<file path="src/rtl/des_pkg.sv">
// Shared DES constants: permutation tables, decryption-order rotation schedule and widths.
// Used by the key schedulers and the round datapath.
package des_pkg;

  localparam int KEY_W    = 64;
  localparam int HALF_W   = 28;
  localparam int CD_W     = 56;
  localparam int SUBKEY_W = 48;

  localparam logic [3:0] LAST_IDX = 4'd15;

  // Entries are DES bit numbers (1 = MSB of the source vector).
  localparam int unsigned PC1_TBL [56] = '{
    57, 49, 41, 33, 25, 17,  9,
     1, 58, 50, 42, 34, 26, 18,
    10,  2, 59, 51, 43, 35, 27,
    19, 11,  3, 60, 52, 44, 36,
    63, 55, 47, 39, 31, 23, 15,
     7, 62, 54, 46, 38, 30, 22,
    14,  6, 61, 53, 45, 37, 29,
    21, 13,  5, 28, 20, 12,  4
  };

  localparam int unsigned PC2_TBL [48] = '{
    14, 17, 11, 24,  1,  5,
     3, 28, 15,  6, 21, 10,
    23, 19, 12,  4, 26,  8,
    16,  7, 27, 20, 13,  2,
    41, 52, 31, 37, 47, 55,
    30, 40, 51, 45, 33, 48,
    44, 49, 39, 56, 34, 53,
    46, 42, 50, 36, 29, 32
  };

  // Right-rotation applied when leaving decryption round index i-1 for index i.
  localparam logic [1:0] RSHIFT [16] = '{
    2'd0, 2'd1, 2'd2, 2'd2, 2'd2, 2'd2, 2'd2, 2'd2,
    2'd1, 2'd2, 2'd2, 2'd2, 2'd2, 2'd2, 2'd2, 2'd1
  };

  typedef enum logic {
    ST_IDLE = 1'b0,
    ST_EMIT = 1'b1
  } sched_state_e;

  // Right rotation moves DES bit n to bit n+1 and bit 28 wraps to bit 1.
  function automatic logic [HALF_W-1:0] rotr_half(input logic [HALF_W-1:0] h,
                                                  input logic [1:0]        n);
    case (n)
      2'd1:    return {h[0], h[HALF_W-1:1]};
      2'd2:    return {h[1:0], h[HALF_W-1:2]};
      default: return h;
    endcase
  endfunction

endpackage

</file>
<file path="src/rtl/des_dec_key_sched_if.sv">
// Subkey stream from a key scheduler to the DES round datapath (valid/ready).
interface des_dec_key_sched_if;
  import des_pkg::*;

  logic [SUBKEY_W-1:0] subkey;
  logic                subkey_valid;
  logic                subkey_ready;
  logic [3:0]          round_idx;

  modport master (output subkey, subkey_valid, round_idx, input  subkey_ready);
  modport slave  (input  subkey, subkey_valid, round_idx, output subkey_ready);
endinterface

</file>
<file path="src/rtl/des_pc2.sv">
// DES Permuted Choice 2: selects the 48 subkey bits from the 56-bit {C,D} state.
module des_pc2
  import des_pkg::*;
(
  input  logic [CD_W-1:0]     cd_i,
  output logic [SUBKEY_W-1:0] subkey_o
);

  for (genvar i = 0; i < SUBKEY_W; i++) begin : g_pc2
    assign subkey_o[SUBKEY_W-1-i] = cd_i[CD_W - PC2_TBL[i]];
  end

  // DES bits 9,18,22,25,35,38,43,54 are dropped by PC2.
  logic unused_cd;
  assign unused_cd = ^{cd_i[47], cd_i[38], cd_i[34], cd_i[31],
                       cd_i[21], cd_i[18], cd_i[13], cd_i[2]};

endmodule

</file>
<file path="src/rtl/des_dec_key_sched.sv">
// Iterative DES decryption key scheduler: emits K16..K1 one per handshake by
// rotating C/D right from the PC1 load, so no subkey is ever stored.
module des_dec_key_sched
  import des_pkg::*;
(
  input  logic                 clk,
  input  logic                 rst,
  input  logic [KEY_W-1:0]     key_in,
  input  logic                 start,
  des_dec_key_sched_if.master  sk_if,
  output logic                 busy,
  output logic                 done
);

  sched_state_e        state_q;
  logic [HALF_W-1:0]   c_q, d_q;
  logic [HALF_W-1:0]   c_d, d_d;
  logic [3:0]          round_idx_q;
  logic [3:0]          idx_nxt;
  logic                done_q;
  logic [CD_W-1:0]     pc1_key;
  logic [SUBKEY_W-1:0] subkey_w;
  logic                xfer;

  for (genvar i = 0; i < CD_W; i++) begin : g_pc1
    assign pc1_key[CD_W-1-i] = key_in[KEY_W - PC1_TBL[i]];
  end

  // Parity bits (DES bits 8,16,..,64) never reach the schedule.
  logic unused_parity;
  assign unused_parity = ^{key_in[56], key_in[48], key_in[40], key_in[32],
                           key_in[24], key_in[16], key_in[8],  key_in[0]};

  assign idx_nxt = round_idx_q + 4'd1;
  assign c_d     = rotr_half(c_q, RSHIFT[idx_nxt]);
  assign d_d     = rotr_half(d_q, RSHIFT[idx_nxt]);
  assign xfer    = (state_q == ST_EMIT) && sk_if.subkey_ready;

  always_ff @(posedge clk) begin
    if (rst) begin
      state_q     <= ST_IDLE;
      c_q         <= '0;
      d_q         <= '0;
      round_idx_q <= '0;
      done_q      <= 1'b0;
    end else begin
      done_q <= 1'b0;
      case (state_q)
        ST_IDLE: begin
          if (start) begin
            c_q         <= pc1_key[CD_W-1:HALF_W];
            d_q         <= pc1_key[HALF_W-1:0];
            round_idx_q <= '0;
            state_q     <= ST_EMIT;
          end
        end
        ST_EMIT: begin
          if (xfer) begin
            if (round_idx_q == LAST_IDX) begin
              state_q <= ST_IDLE;
              done_q  <= 1'b1;
            end else begin
              c_q         <= c_d;
              d_q         <= d_d;
              round_idx_q <= idx_nxt;
            end
          end
        end
        default: state_q <= ST_IDLE;
      endcase
    end
  end

  des_pc2 u_pc2 (
    .cd_i     ({c_q, d_q}),
    .subkey_o (subkey_w)
  );

  assign sk_if.subkey       = subkey_w;
  assign sk_if.subkey_valid = (state_q == ST_EMIT);
  assign sk_if.round_idx    = round_idx_q;
  assign busy               = (state_q == ST_EMIT);
  assign done               = done_q;

endmodule

</file>
<file path="src/flat_wrapper.sv">
// flat-port wrapper written by rule: the top's interface ports become plain ports
module des_dec_key_sched_flat import des_pkg::*;
  (clk, rst, key_in, start, busy, done, sk_if_subkey, sk_if_subkey_valid, sk_if_round_idx, sk_if_subkey_ready);
  des_dec_key_sched_if sk_if_i ();
  input  logic clk;
  input  logic rst;
  input  logic [KEY_W-1:0] key_in;
  input  logic start;
  output logic busy;
  output logic done;
  output wire logic [$bits(sk_if_i.subkey)-1:0] sk_if_subkey;
  output wire logic [$bits(sk_if_i.subkey_valid)-1:0] sk_if_subkey_valid;
  output wire logic [$bits(sk_if_i.round_idx)-1:0] sk_if_round_idx;
  input wire logic [$bits(sk_if_i.subkey_ready)-1:0] sk_if_subkey_ready;
  assign sk_if_subkey = sk_if_i.subkey;
  assign sk_if_subkey_valid = sk_if_i.subkey_valid;
  assign sk_if_round_idx = sk_if_i.round_idx;
  assign sk_if_i.subkey_ready = sk_if_subkey_ready;
  des_dec_key_sched u_core (.clk(clk), .rst(rst), .key_in(key_in), .start(start), .sk_if(sk_if_i), .busy(busy), .done(done));
endmodule
</file>
<file path="config.mk">
export PLATFORM = sky130hd
export DESIGN_NAME = des_dec_key_sched_flat
export DESIGN_NICKNAME = d
export VERILOG_FILES = /design/src/rtl/des_pkg.sv /design/src/rtl/des_dec_key_sched_if.sv /design/src/rtl/des_pc2.sv /design/src/rtl/des_dec_key_sched.sv /design/src/flat_wrapper.sv
export SDC_FILE = /design/constraint.sdc
export NUM_CORES = 1
export LEC_CHECK = 0
export ABC_AREA = 1
export BUFFER_PORTS_ARGS = -buffer_cell sky130_fd_sc_hd__buf_2
export CAP_MARGIN = 40
export CORE_MARGIN = 3
export CORE_UTILIZATION = 40
export CTS_CLUSTER_DIAMETER = 50
export DETAILED_ROUTE_END_ITERATION = 12
export GPL_TIMING_DRIVEN = 0
export MAX_ROUTING_LAYER = met4
export PLACE_DENSITY = 0.64
export SKIP_LAST_GASP = 1
export SLEW_MARGIN = 5
export SYNTH_ARGS = -nofsm -noshare
export SYNTH_HDL_FRONTEND = slang
export SYNTH_SLANG_ARGS = --single-unit
</file>
<file path="constraint.sdc">
create_clock -name clk -period 2.6 [get_ports clk]
set_input_delay 0.39 -clock clk [delete_from_list [all_inputs] [get_ports clk]]
set_output_delay 0.39 -clock clk [all_outputs]
set_load 0.02 [all_outputs]
</file>
== Yosys cells after proc, flatten, opt, wreduce, memory -nomap -nowiden ==
Memory sizes are Yosys's and may differ from the RTL's.
Index checks and enable logic that the tools add are counted.
W data, S select, Z words.

* Output and inout port bits: 55
* Memories: 1
* Memory bits (read-only): 32
* Logic and storage cells: 43
* Flip-flop bits (word level): 62
* Input port bits: 68

* Add/subtract/negate cells: 1
* Reductions and logical operators: 4
* Eq/ne operators: 7
* Bitwise gates (word level): 3
* Muxes and demuxes: 21
* Magnitude comparators: 1

{| class="wikitable"
|+ Memories
! name !! depth !! bits a word !! rd ports !! clocked after Yosys merged registers in !! wr ports !! line !! RTL
|-
| (no name shown) || 16 || 2 || 1 || 0 || 0 || des_dec_key_sched.sv:36 || <nowiki>assign d_d = rotr_half(d_q, RSHIFT[idx_nxt]);</nowiki>
|}

{| class="wikitable"
|+ Operators by type and width
! kind !! count
|-
| $pmux W28 S2 || 4
|-
| $mux W28 || 6
|-
| $mux W4 || 3
|-
| $pmux W4 S2 || 1
|-
| $ne A2 B2 Y1 const B || 3
|-
| $ge A5 B5 Y1 const B || 1
|-
| $not A4 Y5 || 1
|-
| $add A4 B1 Y4 const B || 1
|-
| $eq A4 B4 Y1 const B || 1
|-
| $mux W1 || 4
|-
| $mux W2 || 2
|-
| $reduce_and A4 Y1 || 1
|-
| $ne A3 B3 Y1 const B || 1
|-
| $reduce_and A3 Y1 || 1
|-
| $reduce_or A3 Y1 || 1
|-
| $eq A2 B1 Y1 const B || 1
|-
| $eq A2 B2 Y1 const B || 1
|-
| $not A1 Y1 || 2
|-
| $pmux W1 S2 || 1
|-
| $logic_and A1 B1 Y1 || 1
|}

== Depth between registers and ports, before layout ==
* Depth after elaboration: 10
* Mapped depth: 18
* Gate-level depth less buffers: 16

== Modules after synthesis ==
Synthesis repeated with hierarchy kept, for this count alone.

* Cells, all modules: 885
* Area total of the unflattened synthesis: 4773.3 um2

{| class="wikitable"
|+ Modules (own cells, without submodules)
! module !! times used !! area each (um2) !! cells an instance !! sequential area each (um2)
|-
| des_dec_key_sched || 1 || 4413.0 || 837 || 1241.2
|-
| des_pc2 || 1 || 360.3 || 48 || 0.0
|}

== Worst setup path before layout ==
OpenSTA, ideal clock, no wires.

* Path type: register to register
* Start: register u_core.round_idx_q[1] (netlist: u_core.sk_if.round_idx[1])
* End: register u_core.c_q[0]
* Cell stages (with the launch flop): 14
* Path buffers: 2
* Period minus slack after synthesis: 2274 ps
* Required time: 2487 ps
* Arrival time: 2161 ps
* Setup slack: 326 ps
* Setup time: 113 ps
* Cell sequence: dfxtp_1 -> ha_1 -> nand2_1 -> nand2_1 -> inv_1 -> o21ai_0 -> nand2_1 -> ha_1 -> o21ai_1 -> nand3_2 -> buf_6 -> buf_4 -> nor2_1 -> nor2_1

* Cells in the longest elaborated chain, start to end: 10
* Elaborated cells on any way between the ends: 15
* Classes of those cells: 1 x add/sub; 5 x eq/ne; 6 x mux; 1 x bitwise; 1 x reduce/logical; 1 x memory

{| class="wikitable"
|+ RTL lines
! item !! line !! RTL
|-
| start: declaration || des_dec_key_sched.sv:18 || <nowiki>logic [3:0] round_idx_q;</nowiki>
|-
| start signal: assignment || des_dec_key_sched.sv:65 || <nowiki>round_idx_q <= idx_nxt;</nowiki>
|-
| $add A4 B1 Y4 || des_dec_key_sched.sv:34 || <nowiki>assign idx_nxt = round_idx_q + 4'd1;</nowiki>
|-
| $not A4 Y5 (implied by the code) || des_dec_key_sched.sv:35 || <nowiki>assign c_d = rotr_half(c_q, RSHIFT[idx_nxt]);</nowiki>
|-
| $mem_v2 Z16 W2 || - ||
|-
| $mux W2 (implied by the code) (2 in series) || des_dec_key_sched.sv:35 ||
|-
| $eq A2 B2 Y1 / $eq A2 B1 Y1 (equally long branches) || des_pkg.sv:49 || <nowiki>case (n)</nowiki>
|-
| $pmux W28 S2 || des_pkg.sv:49 ||
|-
| $mux W28 || des_dec_key_sched.sv:59 || <nowiki>if (round_idx_q == LAST_IDX) begin</nowiki>
|-
| $mux W28 || des_dec_key_sched.sv:58 || <nowiki>if (xfer) begin</nowiki>
|-
| $pmux W28 S2 || des_dec_key_sched.sv:48 || <nowiki>case (state_q)</nowiki>
|-
| end signal: assignment || des_dec_key_sched.sv:51 || <nowiki>c_q <= pc1_key[CD_W-1:HALF_W];</nowiki>
|-
| end: declaration || des_dec_key_sched.sv:16 || <nowiki>logic [HALF_W-1:0] c_q, d_q;</nowiki>
|}

Parallel ways exist; a longest one is shown, timed or not. The select of a mux whose other input is x is not followed.
A chain may end at the register's enable or synchronous reset.

== Final worst setup path ==
Ends and elaborated chain as after synthesis.

==> run_results.csv <==
group,metric,value,unit
outcome,status,"finished, final reports clean",
logic_synthesis,yosys.area_share.adder,2.00,%
floorplanning,start_util,41.7,%
routing,drc,0,
final_layout,syn_to_final_growth,23.3,%
worst_setup_path,crit_type,"reg -> reg",
logic_synthesis,ys.flop_type,"dfxtp_1",
logic_synthesis,synth_top_area_share,30.7,%
floorplanning,placementRows,37,
logic_synthesis,syn-num-nets,860,
cts,max-clock-path-buffers,2,
logic_synthesis,avgSynthCellArea,5.58,µm²
logic_synthesis,yosys.area.top_type,"nand2_1",
routing,vias,4620,
cts,cts_sinks,62,
floorplanning,io_pins,123,
sta,final.period_utilization,90.1,%
floorplanning,die_area,12300,µm²
logic_synthesis,synth_cell_type_count,20,
logic_synthesis,yosys_warnings,0,
logic_synthesis,ys_ff_latch,62,
run,cap_viol_max_count,0,
sta,tightest_slew,0.576,ns
sta,setup_slack,0.258,ns
sta,timing.slew.headroom,61.6,%
routing,drt_iter0_drc,206,
logic_synthesis,synth-xor-area-share,0,%
routing,drt_first_pass_iters,4,
floorplanning,die_h,111,µm
final_layout,ff_latch_area,1240,µm²
final_layout,fin_nets,987,
pwr,leakagePower,3.36,nW
placement,pre_cts_ws,0.0669,ns
final_layout,diodes,0,
sta,slew_violations,0,
sta,fmax,427,MHz
worst_setup_path,worstPathRequired,2.84,ns
cts,cts_tree,"done",
sta,hold_violations,0,
sta,whs,0.221,ns
final_layout,multiInputGateArea,2250,µm²
logic_synthesis,synthSimpleGateAreaFrac,48.5,%
cts,h-tree-depth,3,
cts,cts_made_buffers,9,
global_routing,overflow,0,
logic_synthesis,synthArstFlopShare,0,%
global_routing,grt_pass1_wl,19400,µm
pwr,pwr_density_cell,671,nW/µm²
final_layout,post-route-util,51.4,%
logic_synthesis,synth_area,4380,µm²
placement,hpwl,8370,µm
logic_synthesis,seq_area_frac_synth,28.3,%
sta,finalSetupViolCount,0,
global_routing,grt_max_degree,12,
min_path,min_path_type,"in -> reg",
final_layout,final-instance-count-excl-fill,1053,
routing,via_per_inst,4.39,
sta,finalCriticalPeriod,2.34,ns
final_layout,drive_gt1_share,23.8,%
placement,place_inst,1035,
sta,tns,0,ns
logic_synthesis,synth_compound_area_share,0.799,%
global_routing,track_usage,19.2,%
logic_synthesis,synthTopCellsByArea,"nand2_1 31%, dfxtp_1 28%, nor2_1 11%",
logic_synthesis,syn_inst,785,
logic_synthesis,synthMuxAreaShare,0,%
sta,grt_setup_unrepaired,"no",
worst_setup_path,crit_path_end_kind,"register",
pwr,peakVddDrop,0.000324,V
worst_setup_path,worst_ep_arrival_time,2.58,ns
global_routing,grt_pass1_vias,4269,
worst_setup_path,cp-start-kind,"register",
final_layout,fillers,1160,
worst_setup_path,worstPathMaxFanout,10,
placement,numPortBuffers,114,
cts,worstSkewPairLatency,0.34,ns
cts,holdBufCountCts,0,
logic_synthesis,synth_top_family_by_area,"simple AND/OR/NAND/NOR gates",
cts,clockRootBuffer,"clkbuf_8",
placement,gp_congestion,0.841,
routing,drt_wl_total,11400,µm
routing,wl_per_cell,10.9,µm
floorplanning,coreArea,10500,µm²
sta,fin_skew,0.0104,ns
routing,drtAntennaViolNets,0,
cts,cts.reportedPaths.clkPinSlew,0.07,ns
logic_synthesis,synthMostInstantiatedCell,"nand2_1",
logic_synthesis,synth_edf_count,0,
floorplanning,die_x,111,µm
worst_setup_path,r2r_setup_slack,0.26,ns
logic_synthesis,synthTopCellsByCount,"358 x nand2_1, 123 x nor2_1, 71 x inv_1, 62 x dfxtp_1, 58 x nand3_1",
global_routing,antenna_found_initial,0,
==> registers in the layout, indices dropped and copies added (netlist names) <==
register,count
u_core.busy,1
u_core.c_q,28
u_core.d_q,28
u_core.done,1
u_core.sk_if.round_idx,4
==> kinds of logic (layout without fill, tap and decap cells) <==
kind of cell	count (synthesis)	count (layout)
flip-flops	62	62
AO/OA/AOI/OAI	7	7
buffers and inverters	166	298
adder cells (fa/ha/maj)	7	7
AND/OR/NAND/NOR	543	543
==> through the flow <==
step	power, mW	cell area, µm²
finish	3.63	5410
floorplan	2.26	4380
global placement	2.61	5120
CTS	3.63	5360
detailed placement	2.61	5120
global route	3.90	5410
==> per-layer routing <==
metal	GRT usage (%)	routed length (µm)	up-vias
met3	4.48	739	5
met4	3.86	33	0
met2	29.9	5220	125
met1	25.6	5450	1961
met5	-	0	-
li1	-	-	2529
==> cell usage in the layout (no fill, tap or decap) <==
master	n
dfxtp_2	2
clkbuf_2	5
nor3_1	1
clkbuf_8	11
buf_4	53
bufinv_16	2
nand2_4	1
clkbuf_1	10
buf_2	122
nor2_1	123
o21ai_0	2
ha_1	7
clkbuf_4	6
clkinv_1	1
nand4_1	1
inv_1	71
inv_2	2
buf_1	3
dfxtp_1	60
buf_6	7
nand3_1	58
nand3_2	1
clkinvlp_4	2
buf_8	1
o21ai_1	2
clkinv_4	1
nand2_1	357
a21oi_1	3
clkinv_2	1
nand2_2	1
==> critical path: stages, from the launching register on <==
cell and delay (ns):
dfxtp_2 0.37, ha_1 0.20, nor2_1 0.13, inv_1 0.06
nand2_2 0.09, inv_1 0.06, o21ai_1 0.11, nand2_1 0.09
ha_1 0.30, o21ai_1 0.16, nand3_2 0.15, buf_8 0.18
buf_4 0.17, nor2_1 0.11, nor2_1 0.05
==> report_power, final <==
group	switching [mW]	internal (mW)	leakage [nW]
Clock	0.414	0.593	0.116
Sequential	0.0665	1.08	0.515
Combinational	0.885	0.591	2.73
Total	1.37	2.26	3.36
==> layout make-up <==
| cell class | count | share of cell area (%) |
|---|---|---|
| Clock inverter | 5 | 1.50 |
| Tap cell | 136 | 3.15 |
| Buffer | 91 | 11.8 |
| Multi-Input combinational cell | 557 | 41.7 |
| Inverter | 75 | 5.28 |
| Sequential cell | 62 | 23.0 |
| Clock buffer | 11 | 2.80 |
| Timing Repair Buffer | 116 | 10.8 |
==> repair_timing <==
item                       4_1_cts  5_1_grt
setup buffers                    0        2
resized for setup                0       22
setup endpoints to repair        0       55
==> worst paths after layout <==
kind,end,from,depth (start not counted)
setup reg to reg,u_core.c_q[0],u_core.sk_if.round_idx[1],14
hold / removal,u_core.done,rst,2
setup / recovery,u_core.c_q[0],u_core.sk_if.round_idx[1],14
hold reg to reg,u_core.c_q[6],u_core.c_q[6],4
(Power assumes the default switching activity.)
